### src/rtl/norn_pkg.sv
// Shared definitions for the norn_bist gate cell: FSM states, function
// encodings and the golden model used by the self-test checker.
package norn_pkg;

    // Widest supported gate; the golden model works on vectors of this width.
    localparam int MAX_N = 8;

    typedef enum logic [1:0] {
        IDLE  = 2'd0,
        RUN   = 2'd1,
        DRAIN = 2'd2,
        DONE  = 2'd3
    } state_e;

    localparam logic [1:0] OP_NOR  = 2'd0;
    localparam logic [1:0] OP_NAND = 2'd1;
    localparam logic [1:0] OP_OR   = 2'd2;
    localparam logic [1:0] OP_AND  = 2'd3;

    // Expected gate output for vector vec of width n (upper bits of vec must be zero).
    function automatic logic golden(input logic [MAX_N-1:0] vec,
                                    input logic [1:0]       op,
                                    input int               n);
        logic [MAX_N-1:0] ones;
        logic             all_zero;
        logic             all_one;
        logic             result;
        ones     = {MAX_N{1'b1}} >> (MAX_N - n);
        all_zero = (vec == '0);
        all_one  = (vec == ones);
        case (op)
            OP_NOR:  result = all_zero;
            OP_NAND: result = !all_one;
            OP_OR:   result = !all_zero;
            default: result = all_one;
        endcase
        return result;
    endfunction

endpackage

### src/rtl/norn_core.sv
// Combinational N-input gate: NOR, NAND, OR or AND of the operand bits.
module norn_core
    import norn_pkg::*;
#(
    parameter int N = 3
) (
    input  logic [N-1:0] operand,
    input  logic [1:0]   op,
    output logic         y
);

    // Select the reduction selected by op.
    always_comb begin
        // NOTE: assigning a default before the case guarantees no latch even if an arm is missed.
        y = 1'b0;
        case (op)
            OP_NOR:  y = ~(|operand);
            OP_NAND: y = ~(&operand);
            OP_OR:   y = |operand;
            OP_AND:  y = &operand;
            default: y = 1'b0;
        endcase
    end

endmodule

### src/rtl/norn_bist.sv
// Registered multi-function N-input gate with an exhaustive built-in self-test.
// Normal mode registers gate(func_in); a BIST run sweeps every input vector
// through the same gate, compares against the golden model and counts misses.
module norn_bist
    import norn_pkg::*;
#(
    parameter int N    = 3,
    parameter int HOLD = 1
) (
    input  logic         clk,
    input  logic         rst_n,
    input  logic [N-1:0] func_in,
    input  logic [1:0]   op,
    input  logic         start,
    input  logic         inject_fault,
    output logic         y,
    output logic [N-1:0] vec_out,
    output logic         busy,
    output logic         done,
    output logic         pass,
    output logic [N:0]   err_count
);

    localparam int            HW        = (HOLD > 1) ? $clog2(HOLD) : 1;
    localparam logic [HW-1:0] HOLD_LAST = HW'(HOLD - 1);
    localparam logic [N-1:0]  VEC_LAST  = '1;
    localparam logic [N:0]    ERR_MAX   = {1'b1, {N{1'b0}}};

    state_e        state;
    logic [N-1:0]  vec;
    logic [HW-1:0] hold;
    logic [1:0]    op_q;
    logic          chk_q;
    logic          exp_q;
    logic          y_q;
    logic          busy_q;
    logic          done_q;
    logic          pass_q;
    logic [N:0]    err_q;
    logic [N:0]    err_next;
    logic [N-1:0]  operand;
    logic [1:0]    gate_op;
    logic          y_raw;

    // During a run the gate sees the sweep vector and the latched function.
    assign operand = busy_q ? vec : func_in;
    assign gate_op = busy_q ? op_q : op;

    norn_core #(.N(N)) u_core (
        .operand (operand),
        .op      (gate_op),
        .y       (y_raw)
    );

    // Error counter next value: one step per checked mismatch, saturating.
    always_comb begin
        err_next = err_q;
        if (chk_q && (y_q != exp_q) && (err_q != ERR_MAX)) begin
            err_next = err_q + 1'b1;
        end
    end

    // Output register: gate result, optionally inverted for checker self-test.
    always_ff @(posedge clk) begin
        // NOTE: sequential state uses non-blocking assignments so every register samples pre-edge values.
        if (!rst_n) begin
            y_q <= 1'b0;
        end else begin
            y_q <= y_raw ^ inject_fault;
        end
    end

    // Check pipeline: flag the last hold cycle of each vector and its expected output.
    always_ff @(posedge clk) begin
        if (!rst_n) begin
            chk_q <= 1'b0;
            exp_q <= 1'b0;
        end else begin
            chk_q <= (state == RUN) && (hold == HOLD_LAST);
            exp_q <= golden(MAX_N'(vec), op_q, N);
        end
    end

    // Sequencer FSM with registered busy/done/pass and the sweep counters.
    always_ff @(posedge clk) begin
        if (!rst_n) begin
            state  <= IDLE;
            vec    <= '0;
            hold   <= '0;
            op_q   <= 2'd0;
            err_q  <= '0;
            busy_q <= 1'b0;
            done_q <= 1'b0;
            pass_q <= 1'b0;
        end else begin
            done_q <= 1'b0;
            err_q  <= err_next;
            case (state)
                IDLE: begin
                    if (start) begin
                        op_q   <= op;
                        err_q  <= '0;
                        pass_q <= 1'b0;
                        vec    <= '0;
                        hold   <= '0;
                        busy_q <= 1'b1;
                        state  <= RUN;
                    end
                end
                RUN: begin
                    if (hold == HOLD_LAST) begin
                        hold <= '0;
                        // The final vector is held, not wrapped, while its check drains.
                        if (vec == VEC_LAST) begin
                            state <= DRAIN;
                        end else begin
                            vec <= vec + 1'b1;
                        end
                    end else begin
                        hold <= hold + 1'b1;
                    end
                end
                DRAIN: begin
                    // err_next already includes the last vector's check here.
                    pass_q <= (err_next == '0);
                    busy_q <= 1'b0;
                    done_q <= 1'b1;
                    vec    <= '0;
                    state  <= DONE;
                end
                DONE: begin
                    state <= IDLE;
                end
                default: begin
                    state <= IDLE;
                end
            endcase
        end
    end

    assign y         = y_q;
    assign vec_out   = vec;
    assign busy      = busy_q;
    assign done      = done_q;
    assign pass      = pass_q;
    assign err_count = err_q;

endmodule

### config.mk
export PLATFORM = sky130hd
export DESIGN_NAME = norn_bist
export DESIGN_NICKNAME = d
export VERILOG_FILES = /design/src/rtl/norn_pkg.sv /design/src/rtl/norn_core.sv /design/src/rtl/norn_bist.sv
export SDC_FILE = /design/constraint.sdc
export NUM_CORES = 1
export LEC_CHECK = 0
export ABC_AREA = 1
export CAP_MARGIN = 0
export CORE_MARGIN = 1.5
export CORE_UTILIZATION = 49
export CTS_CLUSTER_SIZE = 14
export DETAILED_ROUTE_END_ITERATION = 10
export GPL_TIMING_DRIVEN = 1
export PLACE_DENSITY = 0.82
export SLEW_MARGIN = 20
export SYNTH_ARGS = -nofsm -noshare
export SYNTH_HDL_FRONTEND = slang
export SYNTH_SLANG_ARGS = --single-unit
### constraint.sdc
create_clock -name clk -period 1.8 [get_ports clk]
set_input_delay 0.36 -clock clk [delete_from_list [all_inputs] [get_ports clk]]
set_output_delay 0.36 -clock clk [all_outputs]
set_load 0.01 [all_outputs]
==> out/results.tsv <==
stage	metric	value	unit
layout	syn2layout_area_growth	26.14	%
synthesis	ys_seq_elements	17	
cts	cts.hold.buffers_added	0	
timing	hold_viol	0	
global_route	grt_pass1_wl	3091	um
placed_design	globalplace.congestion	0.8091	
layout	final_net_count	172	
timing	period_minus_slack	1.679	ns
setup_path	critPathKind	flip-flop to primary output	
global_route	grtUsageTotal	19.29	%
cts	clkLatencyLatePin	0.29	ns
cts	clkSinkCount	17	
cts	cts_setup_buffers	0	
layout	layout_common_cells	nand2_1 (24), inv_1 (21), clkdlybuf4s50_1 (19)	
global_route	grt_use_met3	2.308	%
setup_path	max_stage_delay	0.58	ns
global_route	grt_pass1_vias	742	
layout	drive_gt1_share	9.150	%
floorplanning	die-height	47.20	um
cts	h-tree-depth	1	
setup_path	crit_path_cell_trace	clkdlybuf4s50_1	
setup_path	critPathMaxFanout	6	
power	irDropWorstVdd	0.7982	mV
floorplanning	core.rowCount	15	
global_route	overflow	0	
route	vias	874	
floorplanning	die_w	47.20	um
global_route	met1_usage	25.12	%
setup_path	cp_num_buf_inv	1	
timing	fmax	595.6	MHz
worst_hold_path	hold_path_class	flip-flop to flip-flop	
synthesis	yosysWarnings	0	
global_route	antenna_found_initial	0	
timing	setup_violations	0	
route	ant_nets	0	
route	routed_wl	1897	um
synthesis	synth-seq-area-share	35.56	%
floorplanning	fp.dieArea	2227	um^2
global_route	busiest_layer	met2	
cts	cts_resized	0	
cts	cts_root_buffer	clkbuf_4	
route	drc	0	
power	power.leakage	0.0005278	uW
placed_design	dp_hpwl	1537	um
synthesis	syn_nets	148	
layout	fin_util	67.72	%
route	drt_iter0_drc	19	
placed_design	io_buffers	19	
cts	cts_buffer_depth	2	
layout	multi_input_area	521.8	um^2
timing	fin_crit_sh	93.27	%
floorplanning	ios	20	
setup_path	end_kind	primary output	
layout	regArea	340.3	um^2
global_route	grt_use_met2	32.88	%
global_route	grt_max_degree	10	
cts	cts_tree	done	
status	status	completed	
timing	slew_headroom	81.01	%
synthesis	netlist_instances	130	
layout	final_common_cell	nand2_1	
timing	worstMarginPinSlew	0.2840	ns
timing	worst_clock_skew	0.005097	ns
layout	antennaDiodeCount	0	
synthesis	syn_area	957.2	um^2
synthesis	synth_cell_type_count	24	
power	cellPowerDensity	1187	nW/um^2
setup_path	cp_slowest_cell	clkdlybuf4s50_1	
cts	cts.clk_slew.worst_paths	0.10	ns
setup_path	worstPathRequired	1.44	ns
timing	worst_slack	0.1211	ns
route	vias_per_cell	4.910	
route	firstDrtPassIters	4	
layout	fill_cells	149	
setup_path	arrival	1.32	ns
floorplanning	core_area	1783	um^2
timing	rsz0062_at_grt	false	
timing	finalSetupTns	0	ns
setup_path	critPathLaunchType	flip-flop	
cts	cts_made_buffers	3	
flow_run	maxCapViolations	0	
timing	report.final.slew_viol_count	0	
route	wl_per_cell	10.66	um
placed_design	dp_slack	0.2510	ns
synthesis	avgSynthCellArea	7.363	um^2
floorplanning	start_util	53.68	%
setup_path	path_delay_family	buffers and inverters	
[through the flow]
stage	hold slack [ns]	instance area, um^2	total power [uW]	cells
finish	0.4942	1207	1433	178
global route	0.5336	1207	1554	178
CTS	0.4962	1207	1436	178
detailed placement	0.4821	1181	1233	174
global placement	0.4825	1181	1209	174
floorplan	0.4638	957.2	998.9	130
[logic make-up after synthesis]
| group | after synthesis | synth area share, % |
|---|---|---|
| fa+ha+maj | 9 | 11.76 |
| flops | 17 | 35.56 |
| xor+xnor | 1 | 0.9152 |
| compound gates | 29 | 17.25 |
| buf+inv | 25 | 9.935 |
| simple gates | 49 | 24.58 |
[cells in the mapped netlist, drive strengths merged]
cell	number	area share (%)
dfxtp	17	36
nand4	1	0.65
a21oi	14	7.7
nand3	10	7.6
buf	1	0.52
nor2	9	3.8
a22oi	2	1.6
nand3b	1	0.78
xor2	1	0.92
a211oi	2	1.6
inv	24	9.4
o211ai	2	1.6
nand2	26	11
nor3	2	1.0
a31oi	1	0.65
o21ai	8	4.2
ha	9	12
[where the power goes]
part           total, uW  leakage (uW)  switching [uW]  internal, uW
Sequential           571      0.000140            90.2           481
Combinational        654      0.000373             369           285
Clock                208     0.0000150             122          86.0
[final timing paths]
| path | from | to | slack (ns) | cells after the start |
|---|---|---|---|---|
| worst max-delay path | err_count[1]$_SDFF_PN0_ | err_count[1] | 0.12 | 1 |
| worst min-delay path | pass$_SDFFE_PN0P_ | pass$_SDFFE_PN0P_ | 0.49 | 2 |
| worst max register to register | err_count[0]$_SDFF_PN0_ | pass$_SDFFE_PN0P_ | 0.33 | 9 |
| worst min register to register | pass$_SDFFE_PN0P_ | pass$_SDFFE_PN0P_ | 0.49 | 2 |
[per-layer routing]
metal | up-vias | part of all wire [%]
li1 | 469 | -
met1 | 380 | 50
met2 | 19 | 46
met3 | 6 | 2.5
met4 | 0 | 1.8
met5 | - | 0
[cell type report]
| type | instances | area share [%] |
|---|---|---|
| Sequential cell | 17 | 28.19 |
| Multi-Input combinational cell | 88 | 43.21 |
| Tap cell | 25 | 2.591 |
| Inverter | 24 | 7.461 |
| Timing Repair Buffer | 20 | 16.37 |
| Clock buffer | 4 | 2.176 |
[flip-flops by register name, summed over array words and instances, names as in the netlist]
name and count:
op_q 2, busy 1, y 1, err_count 4
chk_q 1, vec_out 3, pass 1, state 2
exp_q 1, done 1
[worst register-to-register path, delay by kind of cell (launching register included)]
family          cells  cell delay, ns
fa+ha+maj           1            0.24
simple gates        6            0.55
flops               1            0.42
compound gates      1            0.12
buf+inv             1            0.09
No activity file was read; power rests on OpenSTA's default activity.
